[src/rtl/mem_port_arbiter_pkg.sv]
// mem_port_arbiter_pkg: requester tags and memory port widths shared by the arbiter slice
package mem_port_arbiter_pkg;
  localparam int ADDR_W = 32;
  localparam int DATA_W = 32;
  localparam int BE_W = 4;
  typedef logic tag_t;
  localparam tag_t TAG_FETCH = 1'b0;
  localparam tag_t TAG_DATA = 1'b1;
endpackage

[src/rtl/mem_port_arbiter_if.sv]
// mem_port_arbiter_if: fetch, data and memory-port signals of the unified memory arbiter
interface mem_port_arbiter_if;
  import mem_port_arbiter_pkg::*;
  logic halt, f_req, f_gnt, f_flush, f_rvalid, d_req, d_gnt, d_rvalid, mem_re;
  logic [ADDR_W-1:0] f_addr, d_addr, mem_addr;
  logic [DATA_W-1:0] f_rdata, d_rdata, d_wdata, mem_wdata, mem_rdata;
  logic [BE_W-1:0] d_we, mem_we;
  modport master(
    output halt, f_req, f_addr, f_flush, d_req, d_addr, d_wdata, d_we, mem_rdata,
    input f_gnt, f_rvalid, f_rdata, d_gnt, d_rvalid, d_rdata, mem_addr, mem_wdata, mem_we, mem_re
  );
  modport slave(
    input halt, f_req, f_addr, f_flush, d_req, d_addr, d_wdata, d_we, mem_rdata,
    output f_gnt, f_rvalid, f_rdata, d_gnt, d_rvalid, d_rdata, mem_addr, mem_wdata, mem_we, mem_re
  );
endinterface

[src/rtl/mem_port_arbiter_resp_tag_pipe.sv]
// resp_tag_pipe: DEPTH-deep {valid, tag} shift register tracking reads in flight
module resp_tag_pipe
  import mem_port_arbiter_pkg::*;
#(
  parameter int DEPTH = 1
) (
  input  logic clk,
  input  logic rst,
  input  logic in_valid,
  input  tag_t in_tag,
  input  logic squash,
  input  tag_t squash_tag,
  output logic out_valid,
  output tag_t out_tag
);
  logic [DEPTH-1:0] valid;
  tag_t [DEPTH-1:0] tag;
  always_ff @(posedge clk) begin
    valid[0] <= !rst && in_valid;
    tag[0] <= in_tag;
    for (int i = 1; i < DEPTH; i++) begin
      valid[i] <= !rst && valid[i-1] && !(squash && tag[i-1] == squash_tag);
      tag[i] <= tag[i-1];
    end
  end
  // the entry leaving this cycle is squashed at the output rather than in the register
  assign out_valid = valid[DEPTH-1] && !(squash && tag[DEPTH-1] == squash_tag);
  assign out_tag = tag[DEPTH-1];
endmodule

[src/rtl/mem_port_arbiter.sv]
// mem_port_arbiter: shares one memory port between fetch and data access with starvation guard
module mem_port_arbiter
  import mem_port_arbiter_pkg::*;
#(
  parameter int LATENCY = 1,
  parameter int STARVE_LIMIT = 4
) (
  input logic clk,
  input logic rst,
  mem_port_arbiter_if.slave bus
);
  localparam int SW = $clog2(STARVE_LIMIT + 1);
  logic [SW-1:0] starve_cnt;
  logic f_pri, f_gnt, d_gnt, rd, last_valid;
  tag_t last_tag;
  assign f_pri = bus.f_req && starve_cnt == SW'(STARVE_LIMIT);
  assign f_gnt = !bus.halt && !rst && bus.f_req && (f_pri || !bus.d_req);
  assign d_gnt = !bus.halt && !rst && bus.d_req && !f_pri;
  assign rd = f_gnt || (d_gnt && bus.d_we == '0);
  assign bus.f_gnt = f_gnt;
  assign bus.d_gnt = d_gnt;
  assign bus.mem_re = rd;
  assign bus.mem_we = d_gnt ? bus.d_we : '0;
  assign bus.mem_addr = f_gnt ? bus.f_addr : d_gnt ? bus.d_addr : '0;
  assign bus.mem_wdata = d_gnt ? bus.d_wdata : '0;
  always_ff @(posedge clk)
    if (rst || f_gnt || !bus.f_req) starve_cnt <= '0;
    else if (!bus.halt && starve_cnt != SW'(STARVE_LIMIT)) starve_cnt <= starve_cnt + 1'b1;
  resp_tag_pipe #(.DEPTH(LATENCY)) pipe (
    .clk(clk),
    .rst(rst),
    .in_valid(rd),
    .in_tag(d_gnt ? TAG_DATA : TAG_FETCH),
    .squash(bus.f_flush),
    .squash_tag(TAG_FETCH),
    .out_valid(last_valid),
    .out_tag(last_tag)
  );
  assign bus.f_rvalid = !rst && last_valid && last_tag == TAG_FETCH;
  assign bus.d_rvalid = !rst && last_valid && last_tag == TAG_DATA;
  assign bus.f_rdata = bus.mem_rdata;
  assign bus.d_rdata = bus.mem_rdata;
endmodule

[src/flat_wrapper.sv]
// flat-port wrapper written by rule: the top's interface ports become plain ports
module mem_port_arbiter_flat import mem_port_arbiter_pkg::*;
#(
  parameter int LATENCY = 1,
  parameter int STARVE_LIMIT = 4
)
  (clk, rst, bus_halt, bus_f_req, bus_f_addr, bus_f_flush, bus_d_req, bus_d_addr, bus_d_wdata, bus_d_we, bus_mem_rdata, bus_f_gnt, bus_f_rvalid, bus_f_rdata, bus_d_gnt, bus_d_rvalid, bus_d_rdata, bus_mem_addr, bus_mem_wdata, bus_mem_we, bus_mem_re);
  mem_port_arbiter_if bus_i ();
  input logic clk;
  input logic rst;
  input wire logic [$bits(bus_i.halt)-1:0] bus_halt;
  input wire logic [$bits(bus_i.f_req)-1:0] bus_f_req;
  input wire logic [$bits(bus_i.f_addr)-1:0] bus_f_addr;
  input wire logic [$bits(bus_i.f_flush)-1:0] bus_f_flush;
  input wire logic [$bits(bus_i.d_req)-1:0] bus_d_req;
  input wire logic [$bits(bus_i.d_addr)-1:0] bus_d_addr;
  input wire logic [$bits(bus_i.d_wdata)-1:0] bus_d_wdata;
  input wire logic [$bits(bus_i.d_we)-1:0] bus_d_we;
  input wire logic [$bits(bus_i.mem_rdata)-1:0] bus_mem_rdata;
  output wire logic [$bits(bus_i.f_gnt)-1:0] bus_f_gnt;
  output wire logic [$bits(bus_i.f_rvalid)-1:0] bus_f_rvalid;
  output wire logic [$bits(bus_i.f_rdata)-1:0] bus_f_rdata;
  output wire logic [$bits(bus_i.d_gnt)-1:0] bus_d_gnt;
  output wire logic [$bits(bus_i.d_rvalid)-1:0] bus_d_rvalid;
  output wire logic [$bits(bus_i.d_rdata)-1:0] bus_d_rdata;
  output wire logic [$bits(bus_i.mem_addr)-1:0] bus_mem_addr;
  output wire logic [$bits(bus_i.mem_wdata)-1:0] bus_mem_wdata;
  output wire logic [$bits(bus_i.mem_we)-1:0] bus_mem_we;
  output wire logic [$bits(bus_i.mem_re)-1:0] bus_mem_re;
  assign bus_i.halt = bus_halt;
  assign bus_i.f_req = bus_f_req;
  assign bus_i.f_addr = bus_f_addr;
  assign bus_i.f_flush = bus_f_flush;
  assign bus_i.d_req = bus_d_req;
  assign bus_i.d_addr = bus_d_addr;
  assign bus_i.d_wdata = bus_d_wdata;
  assign bus_i.d_we = bus_d_we;
  assign bus_i.mem_rdata = bus_mem_rdata;
  assign bus_f_gnt = bus_i.f_gnt;
  assign bus_f_rvalid = bus_i.f_rvalid;
  assign bus_f_rdata = bus_i.f_rdata;
  assign bus_d_gnt = bus_i.d_gnt;
  assign bus_d_rvalid = bus_i.d_rvalid;
  assign bus_d_rdata = bus_i.d_rdata;
  assign bus_mem_addr = bus_i.mem_addr;
  assign bus_mem_wdata = bus_i.mem_wdata;
  assign bus_mem_we = bus_i.mem_we;
  assign bus_mem_re = bus_i.mem_re;
  mem_port_arbiter #(.LATENCY(LATENCY), .STARVE_LIMIT(STARVE_LIMIT)) u_core (.clk(clk), .rst(rst), .bus(bus_i));
endmodule
[config.mk]
export PLATFORM = sky130hd
export DESIGN_NAME = mem_port_arbiter_flat
export DESIGN_NICKNAME = d
export VERILOG_FILES = /design/src/rtl/mem_port_arbiter_pkg.sv /design/src/rtl/mem_port_arbiter_if.sv /design/src/rtl/mem_port_arbiter_resp_tag_pipe.sv /design/src/rtl/mem_port_arbiter.sv /design/src/flat_wrapper.sv
export SDC_FILE = /design/constraint.sdc
export NUM_CORES = 1
export LEC_CHECK = 0
export CORE_AREA = 3 3 106 108
export DETAILED_ROUTE_END_ITERATION = 8
export DIE_AREA = 0 0 109 111
export SYNTH_ARGS = -nofsm -noshare
export SYNTH_HDL_FRONTEND = slang
export SYNTH_SLANG_ARGS = --single-unit
[constraint.sdc]
create_clock -name clk -period 3.25 [get_ports clk]
set_input_delay 0.65 -clock clk [delete_from_list [all_inputs] [get_ports clk]]
set_output_delay 0.65 -clock clk [all_outputs]
set_load 0.01 [all_outputs]
==> results.md, run 1 <==
* Crit path capture type: primary output
* VDD IR max at about 81 uV
* Unrepaired setup endpoints after global routing: false
* Syn. warnings at 0
* Largest cells by area after synthesis: buf_4, a22o_1, and2_1
* Sw frac at 24.1%
* I/O Buffers at ~180
* Crit-path max FO at 30
* Reg clk slew, reported paths at approximately 40 ps
* Die footprint at around 12000 um^2
* Die H at approximately 110 um
* Total CTS buffers at 3
* CP delay by family, top: buffers and inverters
* Mean post-synth cell area at 7.83 um^2
* P&R area growth vs syn at 113%
* Sequential cell area at 100 um^2
* Largest net degree at the start of global routing at 46
* Hold buffers post-CTS at 0
* Fill cell count at around 1100
* Grt ovf at 0
* Max Cap Violations at 0
* Critical path's largest stage delay at approximately 540 ps
* Power Total at 439 uW
* Most frequent cells in the layout: clkdlybuf4s50_1, and2_1, a22o_1, dfxtp_1, inv_1
* Setup TNS at 0 ps
* Setup bufs post-CTS at 0
* Worst path most repeated cell: clkdlybuf4s50_1
* Post-route ant nets at 0
* Worst Path Arrival at about 2500 ps
* DRC violations left at 0
* Footprint of the multi-input gates at between 600 and 700 um^2
* Area leader, netlist: buf_4
* Number of vias per cell at 3.87
* Sink Count at 5
* DRT Pass-1 Iters at 4
* Yosys reg bits at 5
* Peak Freq at about 320 MHz
* Syn Inst Count at ~170
* Status: complete, no violations
* # rows at 37
* Ant diodes at 0
* Post-synthesis cell type count at 23
* Initial DRC count at 45
* CTS tree: done
* Slew HR at around 77%
* Max clock buf depth at 2
* Final Max Tran Viols at 0
* Commonest non-fill, non-tap cell in the layout: clkdlybuf4s50_1
* Worst-skew pair later-pin latency at between 200 and 250 ps
* CTS H-tree depth at 1
* Final setup violation count at 0
* Core ar. at around 10000 um^2
* Cell breakdown of the critical path: clkdlybuf4s50_1 > inv_1 > a2111oi_4 > buf_12 > a22o_1 > clkdlybuf4s50_1
* CTS Root Cell: clkbuf_8
* Sw power at 106 uW
* Crit path buf inv count at 4
* Comb pwr share at between 50% and 60%
* Vias at around 1600
* Initial antenna violation count at 0
* Routed len/inst at between 15 and 20 um
* Worst slew pin tran at about 340 ps
* P per Cell Area at 153 nW/um^2
* Hold Crit Class: reg -> reg
* Boundary pin count at between 200 and 300
* Post-Route WL at between 6000 and 7000 um
* Nets at roughly 420
* Min Tclk post-route at roughly 3200 ps
* Fin. Hold Viols at 0
* Critical path class: in -> out
* Total track usage at a little under a tenth
* Pleak at 0.00106 uW
* Syn Std Cell Area at 1350 um^2
* CP max-delay cell: clkdlybuf4s50_1
* Width of the die at about 110 um
* Vias in the first global route at ~1600
* Clock Skew at approximately 1.3 ps
* HPWL after DPL at roughly 5700 um
* CTS resizes at 0
* Routability Congestion at ~0.69
* Global-route wire length before repair at 9010 um
* Syn_nets at around 310
* Synth top area share at 35.7%
* Pint at between 300 and 400 uW
* Clock power frac at between 20% and 30%
* Setup crit start kind: primary input
* Data required, critical path at between 2000 and 3000 ps
* Starting Density at 13.0%
* Share of cells above drive strength 1 at 3.89%
* Register area share after synthesis at around 7.4%
* Fin crit share at a little over nine tenths
* Sequential power share at between 10% and 20%
* Layout Utilization at 27.8%
-- per-layer routing --
layer | track usage (%) | share of wire, % | routed length, um
met1 | 8.21 | 30 | 1920
met2 | 18.2 | 51 | 3240
met3 | 4.60 | 17 | 1100
met4 | 2.69 | 2.3 | 148
met5 | 0 | 0 | 0
-- registers in the layout, summed over array words and instances, names as in the netlist --
signal / count
u_core.pipe.out_tag: 1
u_core.pipe.valid: 1
u_core.starve_cnt: 3
-- through the flow --
stage | setup slack, ps | hold slack [ps] | cells | area, um^2
after floorplan | 1100 | 494 | 172 | 1350
after global placement | 95.2 | 514 | 415 | 2820
after detailed placement | 80.8 | 517 | 415 | 2820
after CTS | 78.1 | 522 | 419 | 2860
after global routing | 7.75 | 549 | 419 | 2870
final | 99.7 | 519 | 419 | 2870
-- Yosys cell counts, drive strengths merged --
library cell  count
and2             36
a22o             32
dfxtp             5
a2111oi           2
clkbuf            3
nor4b             1
mux2i             1
a21o              2
and3b             1
a21oi             1
o31ai             1
o211a             1
xnor2             1
nor2              1
inv               4
or3               1
ha                2
nand2             1
nor4              3
buf              73
-- cells by family after synthesis --
family / after synthesis / synth area share (%)
DFF: 5 / 7.44
adders and majority gates: 2 / 1.86
muxes: 1 / 0.744
and+or+nand+nor: 44 / 20.6
xor gates and xnor gates: 1 / 0.651
buffers and inverters: 80 / 42.4
AOI/OAI and AO/OA: 39 / 26.3
-- path summary, 6_finish.rpt --
kind	startpoint	to	slack (ps)	cells after the start
setup / recovery	bus_f_req	bus_mem_addr[8]	100	6
hold / removal	u_core.starve_cnt[2]$_SDFFE_PP0P_	u_core.starve_cnt[2]$_SDFFE_PP0P_	520	2
setup reg to reg	u_core.starve_cnt[0]$_SDFFE_PP0P_	u_core.starve_cnt[2]$_SDFFE_PP0P_	1700	6
hold reg to reg	u_core.starve_cnt[2]$_SDFFE_PP0P_	u_core.starve_cnt[2]$_SDFFE_PP0P_	520	2
-- power by group through the flow --
stage               clock network (uW)  logic, uW  registers, uW
CTS                                117        264           64.6
finish                             114        261           64.7
floorplan                            0        144           65.3
detailed placement                   0        263           65.5
global route                       128        278           64.9
global placement                     0        262           65.4
-- worst reg2reg max path, stage by stage (launching register included) --
cell,delay [ps]
dfxtp_1,320
inv_1,70
ha_1,200
nand2_2,100
a2111oi_4,430
buf_12,230
a2111oi_0,70
-- final cells by class --
class                      instances  area share [%]
sequential                         5            3.49
timing repair buffer             183            64.9
clock buffer                       4            1.57
inverter                           4           0.524
tap                              136            5.94
multi-input combinational         87            23.6
(Power assumes the default switching activity.)
==> run 2: changes to the inputs <==
--- a/config.mk
+++ b/config.mk
@@ -5,6 +5,7 @@
 export SDC_FILE = /design/constraint.sdc
 export NUM_CORES = 1
 export LEC_CHECK = 0
+export ABC_AREA = 0
 export CORE_AREA = 3 3 106 108
 export DETAILED_ROUTE_END_ITERATION = 8
 export DIE_AREA = 0 0 109 111
==> results of run 2 <==
No change in the layout: final DEF, timing and power equal those of run 1.
